`src/rtl/button_gesture_if.sv`:
```
// Button gesture interface: the raw pin plus every decoded output.
//   slave  : decoder side (samples button, drives the decoded signals)
//   master : consumer side (drives button, observes the decoded signals)
// Signals:
//   button        raw asynchronous push-button pin
//   level         debounced pressed state (1 = pressed)
//   r_edge/f_edge 1-cycle pulses on debounced press / release
//   short_press, long_press, double_press  1-cycle gesture pulses
//   hold          high from long_press until release
interface button_gesture_if;
    logic button;
    logic level;
    logic r_edge;
    logic f_edge;
    logic short_press;
    logic long_press;
    logic double_press;
    logic hold;

    modport slave (
        input  button,
        output level, r_edge, f_edge, short_press, long_press, double_press, hold
    );

    modport master (
        output button,
        input  level, r_edge, f_edge, short_press, long_press, double_press, hold
    );
endinterface

```
`src/rtl/button_gesture_decoder.sv`:
```
// Button gesture decoder: synchronises and debounces the raw button pin, then
// classifies each gesture as short, long or double press (one-clock pulses).
// Ports:
//   clk  system clock
//   rst  synchronous reset, active-high
//   btn  button_gesture_if.slave (button in; level, r_edge, f_edge,
//        short_press, long_press, double_press, hold out)
module button_gesture_decoder #(
    parameter int ACTIVE_LOW   = 1,
    parameter int DEBOUNCE_CYC = 1_000_000,
    parameter int LONG_CYC     = 25_000_000,
    parameter int DCLICK_CYC   = 15_000_000
) (
    input  logic             clk,
    input  logic             rst,
    button_gesture_if.slave  btn
);
    localparam int DW   = (DEBOUNCE_CYC > 1) ? $clog2(DEBOUNCE_CYC) : 1;
    localparam int TMAX = (LONG_CYC > DCLICK_CYC) ? LONG_CYC : DCLICK_CYC;
    localparam int TW   = (TMAX > 1) ? $clog2(TMAX) : 1;

    localparam logic [DW-1:0] DB_LAST   = DW'(DEBOUNCE_CYC - 1);
    localparam logic [TW-1:0] LONG_LAST = TW'(LONG_CYC - 1);
    localparam logic [TW-1:0] DC_LAST   = TW'(DCLICK_CYC - 1);
    localparam logic [TW-1:0] T_SAT     = {TW{1'b1}};

    localparam logic [2:0] S_IDLE   = 3'd0;
    localparam logic [2:0] S_PRESS1 = 3'd1;
    localparam logic [2:0] S_LONG   = 3'd2;
    localparam logic [2:0] S_WAIT2  = 3'd3;
    localparam logic [2:0] S_PRESS2 = 3'd4;

    logic          sync0, sync1, level_q;
    logic [DW-1:0] db_cnt;
    logic          r_q, f_q;
    logic [2:0]    state;
    logic [TW-1:0] timer;
    logic          short_q, long_q, dbl_q, hold_q;

    // Pin mapped into the "1 = pressed" domain before synchronising.
    logic pin_p;
    assign pin_p = (ACTIVE_LOW != 0) ? ~btn.button : btn.button;

    logic differ, db_hit;
    assign differ = sync1 ^ level_q;
    assign db_hit = differ && (db_cnt == DB_LAST);

    // Synchroniser + debounce. Edge pulses are registered on the same edge
    // that flips level, so they line up with the first cycle of the new level.
    always_ff @(posedge clk) begin
        if (rst) begin
            sync0   <= 1'b0;
            sync1   <= 1'b0;
            level_q <= 1'b0;
            db_cnt  <= '0;
            r_q     <= 1'b0;
            f_q     <= 1'b0;
        end else begin
            sync0 <= pin_p;
            sync1 <= sync0;
            r_q   <= 1'b0;
            f_q   <= 1'b0;
            if (!differ) begin
                db_cnt <= '0;
            end else if (db_hit) begin
                db_cnt  <= '0;
                level_q <= ~level_q;
                r_q     <= ~level_q;
                f_q     <= level_q;
            end else begin
                db_cnt <= db_cnt + DW'(1);
            end
        end
    end

    // Gesture FSM, driven only by the debounced edge pulses.
    always_ff @(posedge clk) begin
        if (rst) begin
            state   <= S_IDLE;
            timer   <= '0;
            short_q <= 1'b0;
            long_q  <= 1'b0;
            dbl_q   <= 1'b0;
            hold_q  <= 1'b0;
        end else begin
            short_q <= 1'b0;
            long_q  <= 1'b0;
            dbl_q   <= 1'b0;
            if (timer != T_SAT) timer <= timer + TW'(1);
            case (state)
                S_IDLE: begin
                    if (r_q) begin
                        state <= S_PRESS1;
                        timer <= '0;
                    end
                end
                S_PRESS1: begin
                    // A release landing on the long threshold counts as a
                    // short press: the button is no longer held.
                    if (f_q) begin
                        state <= S_WAIT2;
                        timer <= '0;
                    end else if (timer == LONG_LAST) begin
                        long_q <= 1'b1;
                        hold_q <= 1'b1;
                        state  <= S_LONG;
                        timer  <= '0;
                    end
                end
                S_LONG: begin
                    if (f_q) begin
                        state <= S_IDLE;
                        timer <= '0;
                    end
                end
                S_WAIT2: begin
                    if (timer >= DC_LAST) begin
                        short_q <= 1'b1;
                        state   <= S_IDLE;
                        timer   <= '0;
                    end else if (r_q) begin
                        state <= S_PRESS2;
                        timer <= '0;
                    end
                end
                S_PRESS2: begin
                    if (f_q) begin
                        dbl_q <= 1'b1;
                        state <= S_IDLE;
                        timer <= '0;
                    end
                end
                default: begin
                    state <= S_IDLE;
                    timer <= '0;
                end
            endcase
            // hold falls on the same edge that raises f_edge.
            if (db_hit && level_q) hold_q <= 1'b0;
        end
    end

    assign btn.level        = level_q;
    assign btn.r_edge       = r_q;
    assign btn.f_edge       = f_q;
    assign btn.short_press  = short_q;
    assign btn.long_press   = long_q;
    assign btn.double_press = dbl_q;
    assign btn.hold         = hold_q;
endmodule

```
`src/flat_wrapper.sv`:
```
// flat-port wrapper written by rule: the top's interface ports become plain ports
module button_gesture_decoder_flat 
#(
    parameter int ACTIVE_LOW   = 1,
    parameter int DEBOUNCE_CYC = 1_000_000,
    parameter int LONG_CYC     = 25_000_000,
    parameter int DCLICK_CYC   = 15_000_000
)
  (clk, rst, btn_button, btn_level, btn_r_edge, btn_f_edge, btn_short_press, btn_long_press, btn_double_press, btn_hold);
  button_gesture_if btn_i ();
  input  logic clk;
  input  logic rst;
  input wire logic [$bits(btn_i.button)-1:0] btn_button;
  output wire logic [$bits(btn_i.level)-1:0] btn_level;
  output wire logic [$bits(btn_i.r_edge)-1:0] btn_r_edge;
  output wire logic [$bits(btn_i.f_edge)-1:0] btn_f_edge;
  output wire logic [$bits(btn_i.short_press)-1:0] btn_short_press;
  output wire logic [$bits(btn_i.long_press)-1:0] btn_long_press;
  output wire logic [$bits(btn_i.double_press)-1:0] btn_double_press;
  output wire logic [$bits(btn_i.hold)-1:0] btn_hold;
  assign btn_i.button = btn_button;
  assign btn_level = btn_i.level;
  assign btn_r_edge = btn_i.r_edge;
  assign btn_f_edge = btn_i.f_edge;
  assign btn_short_press = btn_i.short_press;
  assign btn_long_press = btn_i.long_press;
  assign btn_double_press = btn_i.double_press;
  assign btn_hold = btn_i.hold;
  button_gesture_decoder #(.ACTIVE_LOW(ACTIVE_LOW), .DEBOUNCE_CYC(DEBOUNCE_CYC), .LONG_CYC(LONG_CYC), .DCLICK_CYC(DCLICK_CYC)) u_core (.clk(clk), .rst(rst), .btn(btn_i));
endmodule
```
`config.mk`:
```
export PLATFORM = sky130hd
export DESIGN_NAME = button_gesture_decoder_flat
export DESIGN_NICKNAME = d
export VERILOG_FILES = /design/src/rtl/button_gesture_if.sv /design/src/rtl/button_gesture_decoder.sv /design/src/flat_wrapper.sv
export SDC_FILE = /design/constraint.sdc
export NUM_CORES = 1
export LEC_CHECK = 0
export CORE_UTILIZATION = 45
export CTS_CLUSTER_DIAMETER = 50
export CTS_CLUSTER_SIZE = 10
export DETAILED_ROUTE_END_ITERATION = 8
export HOLD_SLACK_MARGIN = 0.06
export PLACE_DENSITY = 0.69
export SETUP_SLACK_MARGIN = 0.02
export SYNTH_ARGS = -nofsm -noshare
export SYNTH_HDL_FRONTEND = slang
export SYNTH_SLANG_ARGS = --single-unit
```
`constraint.sdc`:
```
create_clock -name clk -period 2.1 [get_ports clk]
set_input_delay 0.63 -clock clk [delete_from_list [all_inputs] [get_ports clk]]
set_output_delay 0.63 -clock clk [all_outputs]
set_load 0.02 [all_outputs]
```
==> metrics.md <==
| Metric | Value |
|---|---|
| Status | completed |
| Hold wc startpoint | u_core.sync0 |
| Clk_skew | 8.63 ps |
| Area growth from synthesis to layout | 23.0% |
| Leakage power | 0.00124 uW |
| Fill count | 528 |
| Met2 WL | 2580 microns |
| First-iteration detailed-routing DRC count | 118 |
| TritonCTS Buffers | 9 |
| Post-layout min period | 2090 ps |
| CP Data Required Time | 2330 ps |
| Pwr/cell area | 643 nW/um^2 |
| Worst setup path class | flip-flop to flip-flop |
| Later-pin clock latency in the skew report | 340 ps |
| Met1 Wirelength | 2660 microns |
| Crit path DAT | 2310 ps |
| Period utilization | 99.3% |
| Final core occ | 57.1% |
| Vias | 2225 |
| Hold Path Sink | u_core.sync1 |
| Die width | 80.2 microns |
| N_diodes | 0 |
| RSZ-0062 raised after global routing | yes |
| Uppermost layer routed | met4 |
| Final hold slack | 446 ps |
| Syn Std Cell Area | 2750 sq um |
| GRT overflow | 0 |
| Synthesized Nets | 314 |
| DIE HEIGHT | 80.2 microns |
| Commonest non-fill, non-tap cell in the layout | nor2_1 |
| Cell depth of the worst hold path | 1 |
| Final ANT Viol Nets | 0 |
| R2R cell count | 7 |
| Synth top area share | 41.5% |
| RD Place Congestion | 0.842 |
| Cell accounting for the most synthesized area | dfxtp_1 |
| Vias in the first global route | 2026 |
| Fmax achieved | 480 MHz |
| Synthesized flop and latch total | 57 |
| Setup-failing EPs final | 0 |
| Warnings from Yosys | 0 |
| All-layer global routing usage | 18.1% |
| R2r setup slk | 10 ps |
| Core footprint | 5920 sq um |
| Wire per inst | 13.0 microns |
| Initial antenna violation count | 0 |
| Clk pin slew, worst setup/hold paths | 70 ps |
| Vias per cell | 5.22 |
| Die ar. | 6430 sq um |
| Top post-synthesis cells by area | dfxtp_1 41%, xor2_1 8.3%, nor2_1 7.4% |
| Worst r2r src | u_core.timer[9] |
| First-pass GRT wire length | 8760 microns |
| Synth cell types | 45 |
| Rel. slew slack | 75.1% |
| Number of remaining DRC errors | 0 |
| Worst R2R End | u_core.timer[16] |
| Std cell rows | 28 |
| H-tree levels | 3 |
| Starting Density | 46.4% |
| Ys async rst share | 0% |
| Worst slew pin tran | 370 ps |
| Most frequent cells in the layout | 54 x nor2_1, 51 x dfxtp_1, 26 x xor2_1 |
| CTS tree | built |
| Synthesized instance count | 309 |
| Max_cap viols | 0 |
| Longest Clk Path Bufs | 2 |
| Largest net degree at the start of global routing | 26 |
| I/O Buffers | 9 |
| DR WL met3 | 234 microns |
| Slew Limit Fails | 0 |
| Setup crit end kind | flip-flop |
| Register area share after synthesis | 41.5% |
| Final Hold Violating Endpoints | 0 |
| I/O pin total | 10 |
| Crit-path max FO | 6 |
| First-pass iteration count of the detailed router | 4 |
| EDFF count, synth | 0 |
| Root buffer cell | clkbuf_8 |
| Clock sink count | 57 |
| DP HPWL | 3690 microns |
| Hold Path Class | flip-flop to flip-flop |
| Mapped Avg Cell Area | 8.90 sq um |
| Layout net count | 351 |
| Max rail drop VDD | 0.640 mV |
| Share of cells above drive strength 1 | 22.2% |
| Synth Flop Type | dfxtp_1 |
| Final wirelength | 5560 microns |
| Critical path launch point type | flip-flop |
==> how the worst max path moves through the flow <==
| stage | startpoint | to | slack, ps |
|---|---|---|---|
| floorplan | u_core.timer[6] | u_core.timer[5] | 170 |
| detailed placement | u_core.timer[23] | u_core.timer[11] | 60 |
| global placement | u_core.timer[23] | u_core.timer[11] | 50 |
| finish | u_core.timer[9] | u_core.timer[16] | 10 |
| global route | u_core.timer[8] | u_core.timer[16] | -60 |
| CTS | u_core.timer[23] | u_core.timer[11] | 30 |
==> timing repair <==
action | in CTS | in global routing
cloned | 0 | 3
pin swaps | 0 | 7
resized for setup | 1 | 17
endpoints found under the setup margin | 1 | 45
hold buffers | 0 | 0
buffers inserted | 0 | 3
==> report_power, final <==
part | switching [uW] | total, uW | internal [uW]
sequential | 3.89 | 1090 | 1090
combinational | 38.1 | 75.9 | 37.8
clock | 455 | 1010 | 551
total | 497 | 2170 | 1680
==> state kept, by name, indices dropped and copies added, names as in the netlist <==
name	cells
u_core.btn.double_press	1
u_core.btn.f_edge	1
u_core.db_cnt	20
u_core.btn.hold	1
u_core.btn.short_press	1
u_core.btn.r_edge	1
u_core.sync1	1
u_core.sync0	1
u_core.state	3
u_core.timer	25
u_core.btn.level	1
u_core.btn.long_press	1
==> critical path, cell delays in order (launching register included) <==
cell and delay (ps):
dfxtp_2 350, or4_4 560, nor2b_4 120, o2111ai_2 150
and3_4 250, o21ai_4 280, clkbuf_16 220, nor2_1 40
==> cells by family (layout without fill, tap and decap cells) <==
kind of cell,count (synthesis),count (layout),synth area share (%)
buf+inv,13,55,2.96
flops,57,57,41.5
fa+ha+maj,2,2,0.910
simple gates,171,171,33.7
mux,3,3,1.09
compound gates,21,21,6.46
xor+xnor,42,42,13.4
==> cell usage after synthesis, types with 4 or more instances <==
| master | n |
|---|---|
| buf_6 | 4 |
| xor2_1 | 26 |
| nor4_1 | 4 |
| nor2_2 | 10 |
| a21oi_1 | 5 |
| nand2_1 | 24 |
| dfxtp_1 | 57 |
| nor3_1 | 8 |
| inv_1 | 4 |
| nand3_1 | 17 |
| a211oi_1 | 5 |
| and3_1 | 13 |
| nor2_1 | 54 |
| nand4_1 | 11 |
| xnor2_1 | 16 |
==> final cells by class <==
| class | count | area [sq um] | share of cell area [%] |
|---|---|---|---|
| Clock buffer | 10 | 128 | 3.77 |
| Clock inverter | 6 | 67.6 | 2.00 |
| Inverter | 4 | 15.0 | 0.444 |
| Multi-Input combinational cell | 239 | 1580 | 46.8 |
| Sequential cell | 57 | 1150 | 34.0 |
| Tap cell | 75 | 93.8 | 2.77 |
| Timing Repair Buffer | 35 | 348 | 10.3 |
==> metal layers <==
metal  vias up  GRT usage [%]
li1       1145              -
met4         0           7.32
met3         8           7.73
met2        19           28.8
met1      1053           21.5
met5         -              0
==> per-stage QoR <==
step	power (uW)	setup WS (ps)	area (sq um)	TNS, ps	std cells
after CTS	2190	25.2	3240	0	420
after detailed placement	1180	60.0	3040	0	404
final	2170	14.9	3380	0	426
after global placement	1180	51.9	3040	0	404
after floorplan	1150	169	2750	0	309
after global routing	2260	-55.6	3380	-778	426
Power figures use the tool's default switching activity.
==> RTL edit 1, RTL diff (same flow settings) <==
`DCLICK_CYC` is set to 15_000_000 in 2 places; all go to 3_750_000.
--- a/src/rtl/button_gesture_decoder.sv
+++ b/src/rtl/button_gesture_decoder.sv
@@ -10,5 +10,5 @@
     parameter int DEBOUNCE_CYC = 1_000_000,
     parameter int LONG_CYC     = 25_000_000,
-    parameter int DCLICK_CYC   = 15_000_000
+    parameter int DCLICK_CYC   = 3_750_000
 ) (
     input  logic             clk,
--- a/src/flat_wrapper.sv
+++ b/src/flat_wrapper.sv
@@ -5,5 +5,5 @@
     parameter int DEBOUNCE_CYC = 1_000_000,
     parameter int LONG_CYC     = 25_000_000,
-    parameter int DCLICK_CYC   = 15_000_000
+    parameter int DCLICK_CYC   = 3_750_000
 )
   (clk, rst, btn_button, btn_level, btn_r_edge, btn_f_edge, btn_short_press, btn_long_press, btn_double_press, btn_hold);
Function: same outputs for any inputs over 10 cycles, from zero or initial values and one cycle with rst high; that may be too few to reach the edited logic, so the function may still have changed.
==> RTL edit 1 against the original RTL <==
Largest cell class unchanged. Area after synthesis fell by 4.0%. Cell area is 2.8% higher. Sequential cell count did not move. Count of clock-buffer cells in the layout is 4 higher. Non-clock buffer count up 15. Total power rose by 5.9%. Clock skew shrank 0.0027 ns. Critical path depth is the same. The run now ends with negative setup slack left. Hold slack better by 0.0061 ns. Setup slack worse by 0.081 ns. Wire length up 9.4%. First-iteration DRC count shrank 23%. Combinational power rose by 54%. Synthesized cell count is 1.3% higher.
==> RTL edit 1: results (changes against the original RTL) <==
ys_types: 44  # -2.2%
drive_above_1_share_pct: 25.1  # +2.8 points
violations: "negative setup slack"
dp_hpwl_um: 3710  # +0.31%
ir_drop_v: 0.000764  # +19%
nets: 367  # +4.6%
synth_area_leaders: "dfxtp_1 43%, nor2_1 8.3%, xnor2_1 6.3%, xor2_1 6.3%, nand3_1 3.4%"
cp_data_arrival_time_ns: 2.39  # +0.08 ns
layout_setup_ws_ns: -0.0660  # -0.0810 ns
syn_nets: 318  # +1.3%
first_iter_violations: 91  # -23%
synth_compound_area_share_pct: 6.21  # -0.25 points
dp.cells: 417  # +3.2%
synthTopCellsByCount: "58 x nor2_1, 57 x dfxtp_1, 23 x nand2_1"
place.gp.congestion: 0.857  # +1.7%
track_usage_pct: 19.9  # +1.7 points
synth.area.mux_share_pct: 0.759  # -0.33 points
finalSetupViolations: 25  # +25
finalWirelength_um: 6080  # +9.4%
n_fill_cell: 465  # -12%
viasPerCell: 5.26  # +0.79%
fin_skew_ns: 0.00596  # -0.00268 ns
synthAdderAreaFrac_pct: 0.948  # +0.038 points
synth-xor-area-share_pct: 12.6  # -0.76 points
status: "complete, but fails checks"
reg2reg_from: "u_core.timer[23]"
rr_endpoint: "u_core.timer[10]"
grt_pass1_wl_um: 9470  # +8.1%
stdcell_count: 439  # +3.1%
largestRegisters: "u_core.timer: 25 flops, u_core.db_cnt: 20 flops, u_core.state: 3 flops"
synth.yosys.seq_area_share_pct: 43.2  # +1.8 points
grt_pass1_vias: 2116  # +4.4%
[RTL edit 1: cells by family after synthesis]
logic type      after synthesis
buf+inv                      19
xor+xnor                     38
fa+ha+maj                     2
flops                        57
simple gates                171
mux                           2
compound gates               24
[RTL edit 1: worst max path at each step]
stage                           from          endpoint  slack, ns  cells past startpoint
finish              u_core.timer[23]  u_core.timer[10]      -0.07                      7
global route         u_core.timer[3]  u_core.timer[19]      -0.14                      5
CTS                  u_core.timer[6]  u_core.timer[10]       -0.1                      7
detailed placement   u_core.timer[0]   u_core.state[0]      -0.09                      7
global placement     u_core.timer[0]   u_core.state[0]      -0.06                      7
floorplan            u_core.timer[0]   u_core.state[0]      -0.04                      7
[RTL edit 1: per-stage QoR]
step / power (mW) / TNS, ns / setup WS, ns
finish: 2.30 / -1.21 / -0.0660
global route: 2.39 / -2.94 / -0.142
floorplan: 1.17 / -0.831 / -0.0410
detailed placement: 1.21 / -0.457 / -0.0879
CTS: 2.29 / -2.38 / -0.0985
global placement: 1.21 / -0.105 / -0.0563
[RTL edit 1: per-layer routing]
metal,part of all wire [%],up-vias,GRT usage [%]
li1,-,1174,-
met1,45,1084,23.6
met2,49,47,33.4
met3,4.5,6,6.98
met4,1.2,0,6.11
met5,0,-,0
[RTL edit 1: layout make-up]
class                           instances  area [um2]  share of cell area, %
Clock buffer                           14         173                   4.97
Clock inverter                          2        35.0                   1.01
Inverter                                7        26.3                  0.756
Multi-Input combinational cell        237        1550                   44.7
Sequential cell                        57        1150                   33.0
Tap cell                               72        90.1                   2.59
Timing Repair Buffer                   50         453                   13.0
[RTL edit 1: where the power goes]
group	total [mW]	switching [mW]	internal (mW)
clock network	1.08	0.432	0.645
logic	0.117	0.0584	0.0589
registers	1.11	0.0128	1.09
total	2.30	0.504	1.80
[RTL edit 1: repair_timing]
item | in CTS | in global routing
gates cloned | 0 | 3
pin swaps | 10 | 20
gates resized for setup | 9 | 32
endpoints found under the setup margin | 27 | 28
setup buffers | 2 | 2
[RTL edit 1: worst max-delay path, stage by stage, from the launching register on]
cell,delay [ns]
dfxtp_2,0.32
or3b_1,0.36
or4_4,0.50
nor3_4,0.20
o22ai_4,0.12
o21ai_4,0.29
clkbuf_16,0.22
nor2_1,0.05
==> RTL edit 2, RTL diff (same settings) <==
Made on the original files. Reset style: asynchronous (`rst`), changed in 2 clocked blocks. Comments in the files are not updated.
--- a/src/rtl/button_gesture_decoder.sv
+++ b/src/rtl/button_gesture_decoder.sv
@@ -48,5 +48,5 @@
     // Synchroniser + debounce. Edge pulses are registered on the same edge
     // that flips level, so they line up with the first cycle of the new level.
-    always_ff @(posedge clk) begin
+    always_ff @(posedge clk or posedge rst) begin
         if (rst) begin
             sync0   <= 1'b0;
@@ -75,5 +75,5 @@
 
     // Gesture FSM, driven only by the debounced edge pulses.
-    always_ff @(posedge clk) begin
+    always_ff @(posedge clk or posedge rst) begin
         if (rst) begin
             state   <= S_IDLE;
Check against the original RTL: no difference found for any inputs over 10 cycles, from zero or initial values and one cycle with rst high; that may be too few to reach the edited logic, so the function may still have changed.
==> RTL edit 2 against the original RTL <==
Synthesized cell count shrank 6.1%. Area after synthesis grew 5.2%. Count of clock-buffer cells in the layout stayed put. Total power down 8.1%. Setup slack better by 0.079 ns. Cell area is 0.48% lower. Clock skew shrank 0.0019 ns. Die area grew 5.1%. Core utilization fell by 1.6 points. Sequential cell count is the same. Wire length barely moved.
==> RTL edit 2: results (changes against the original RTL) <==
timing.slew.headroom_pct: 68.8  # -6.3 points
place.gp.congestion: 0.894  # +6.2%
hold_end: "u_core.sync1"
synthTopCellsByCount: "57 x dfrtp_1, 54 x nor2_1, 26 x xnor2_1"
portBuffers: 9  # unchanged
reg2reg_from: "u_core.timer[9]"
htree_levels: 3  # unchanged
dp_hpwl_um: 4000  # +8.4%
antenna_cells: 0  # unchanged
min_path_cells: 0  # -1
rrSetupSlack_ns: 0.09  # +0.08 ns
grt_pass1_wl_um: 9220  # +5.2%
first_iter_violations: 87  # -26%
path_class: "flop to flop"
clock_latency_ns: 0.33
n_fill_cell: 541  # +2.5%
numCtsBuffers: 9  # unchanged
largestRegisters: "u_core.timer: 25 flops, u_core.db_cnt: 20 flops, u_core.state: 3 flops"
first_pass_iters: 4  # unchanged
ir_drop_v: 0.000397  # -38%
crit_fanout: 4  # -2
status: "completed"
synth_flop_cell: "dfrtp_1"
nets: 323  # -8.0%
grt_max_degree: 21  # -19%
synth_area_leaders: "dfrtp_1 49%, xnor2_1 7.9%, nor2_1 7.0%, xor2_1 4.8%, nand3_1 2.6%"
reg2reg_depth: 5  # -2
drive_above_1_share_pct: 15.5  # -6.7 points
rr_endpoint: "u_core.state[0]"
holdCritStartpoint: "u_core.sync0"
synth_warnings: 0  # unchanged
fin_skew_ns: 0.00669  # -0.00195 ns
grt_pass1_vias: 2066  # +2.0%
hold_path.class: "flop to flop"
ys_types: 45  # unchanged
viasPerCell: 5.40  # +3.4%
finalWirelength_um: 5560  # about the same
ys_async_sr_fraction_pct: 100  # +100 points
clk_pin_slew_ns: 0.06
clockBufferDepth: 2  # unchanged
synth.yosys.seq_area_share_pct: 49.3  # +7.8 points
root_buffer: "clkbuf_8"
track_usage_pct: 18.6  # +0.45 points
placed_area_um2: 3160  # +3.8%
hold_slack_ns: 0.362  # -0.0841 ns
cp_data_arrival_time_ns: 2.21  # -0.10 ns
grt_antenna_before_repair: 0  # unchanged
syn_nets: 295  # -6.1%
leakage_nw: 1.45  # +17%
RTL edit 2: final cells by class:
type | count | area (um2) | area share [%]
repair buffers | 23 | 223 | 6.62
well taps | 75 | 93.8 | 2.79
multi-input cells | 216 | 1420 | 42.2
flip-flops and latches | 57 | 1430 | 42.4
clock buffers | 10 | 128 | 3.79
clock inverters | 6 | 35.0 | 1.04
inverters | 11 | 41.3 | 1.23
RTL edit 2: cells by family after synthesis:
kind of cell,after synthesis,synth area share [%]
and+or+nand+nor,151,27.9
DFF,57,49.3
xor gates and xnor gates,42,12.7
AOI/OAI and AO/OA,20,5.97
buffers and inverters,17,2.81
adders and majority gates,2,0.865
muxes,1,0.389
RTL edit 2: worst max path at each step:
| stage | endpoint | depth (start not counted) | slack [ns] |
|---|---|---|---|
| after floorplan | u_core.btn.double_press | 1 | 0.07 |
| after global placement | u_core.timer[16] | 7 | 0.1 |
| after detailed placement | u_core.timer[16] | 7 | 0.05 |
| after CTS | u_core.timer[16] | 7 | 0.05 |
| after global routing | u_core.timer[16] | 7 | -0.009 |
| final | u_core.state[0] | 5 | 0.09 |
RTL edit 2: per-layer routing:
| metal | up-vias | wire [um] | GRT usage (%) |
|---|---|---|---|
| li1 | 1052 | - | - |
| met1 | 1060 | 2480 | 21.5 |
| met2 | 31 | 2780 | 31.1 |
| met3 | 7 | 212 | 6.92 |
| met4 | 0 | 78 | 7.37 |
| met5 | - | 0 | 0 |
RTL edit 2: stage by stage:
step | power (mW) | setup WS (ns) | std cells
floorplan | 1.16 | 0.0704 | 290
global placement | 1.18 | 0.0967 | 381
detailed placement | 1.18 | 0.0492 | 381
CTS | 2.04 | 0.0451 | 397
global route | 2.09 | -0.00903 | 398
finish | 2.00 | 0.0937 | 398
RTL edit 2: critical path: stages, from the launching register on:
cell and delay [ns]:
dfrtp_1 0.41, or4_4 0.57, a2111oi_4 0.30, nor2_2 0.10
a21oi_4 0.17, mux2_1 0.33
RTL edit 2: repair_timing:
item,CTS,global route
hold buffers,0,0
endpoints found under the setup margin,0,14
setup buffers,0,1
resized for setup,0,8
RTL edit 2: power by group:
part           internal (mW)  switching (mW)
clock network          0.418           0.420
logic                 0.0173          0.0327
registers               1.10         0.00634
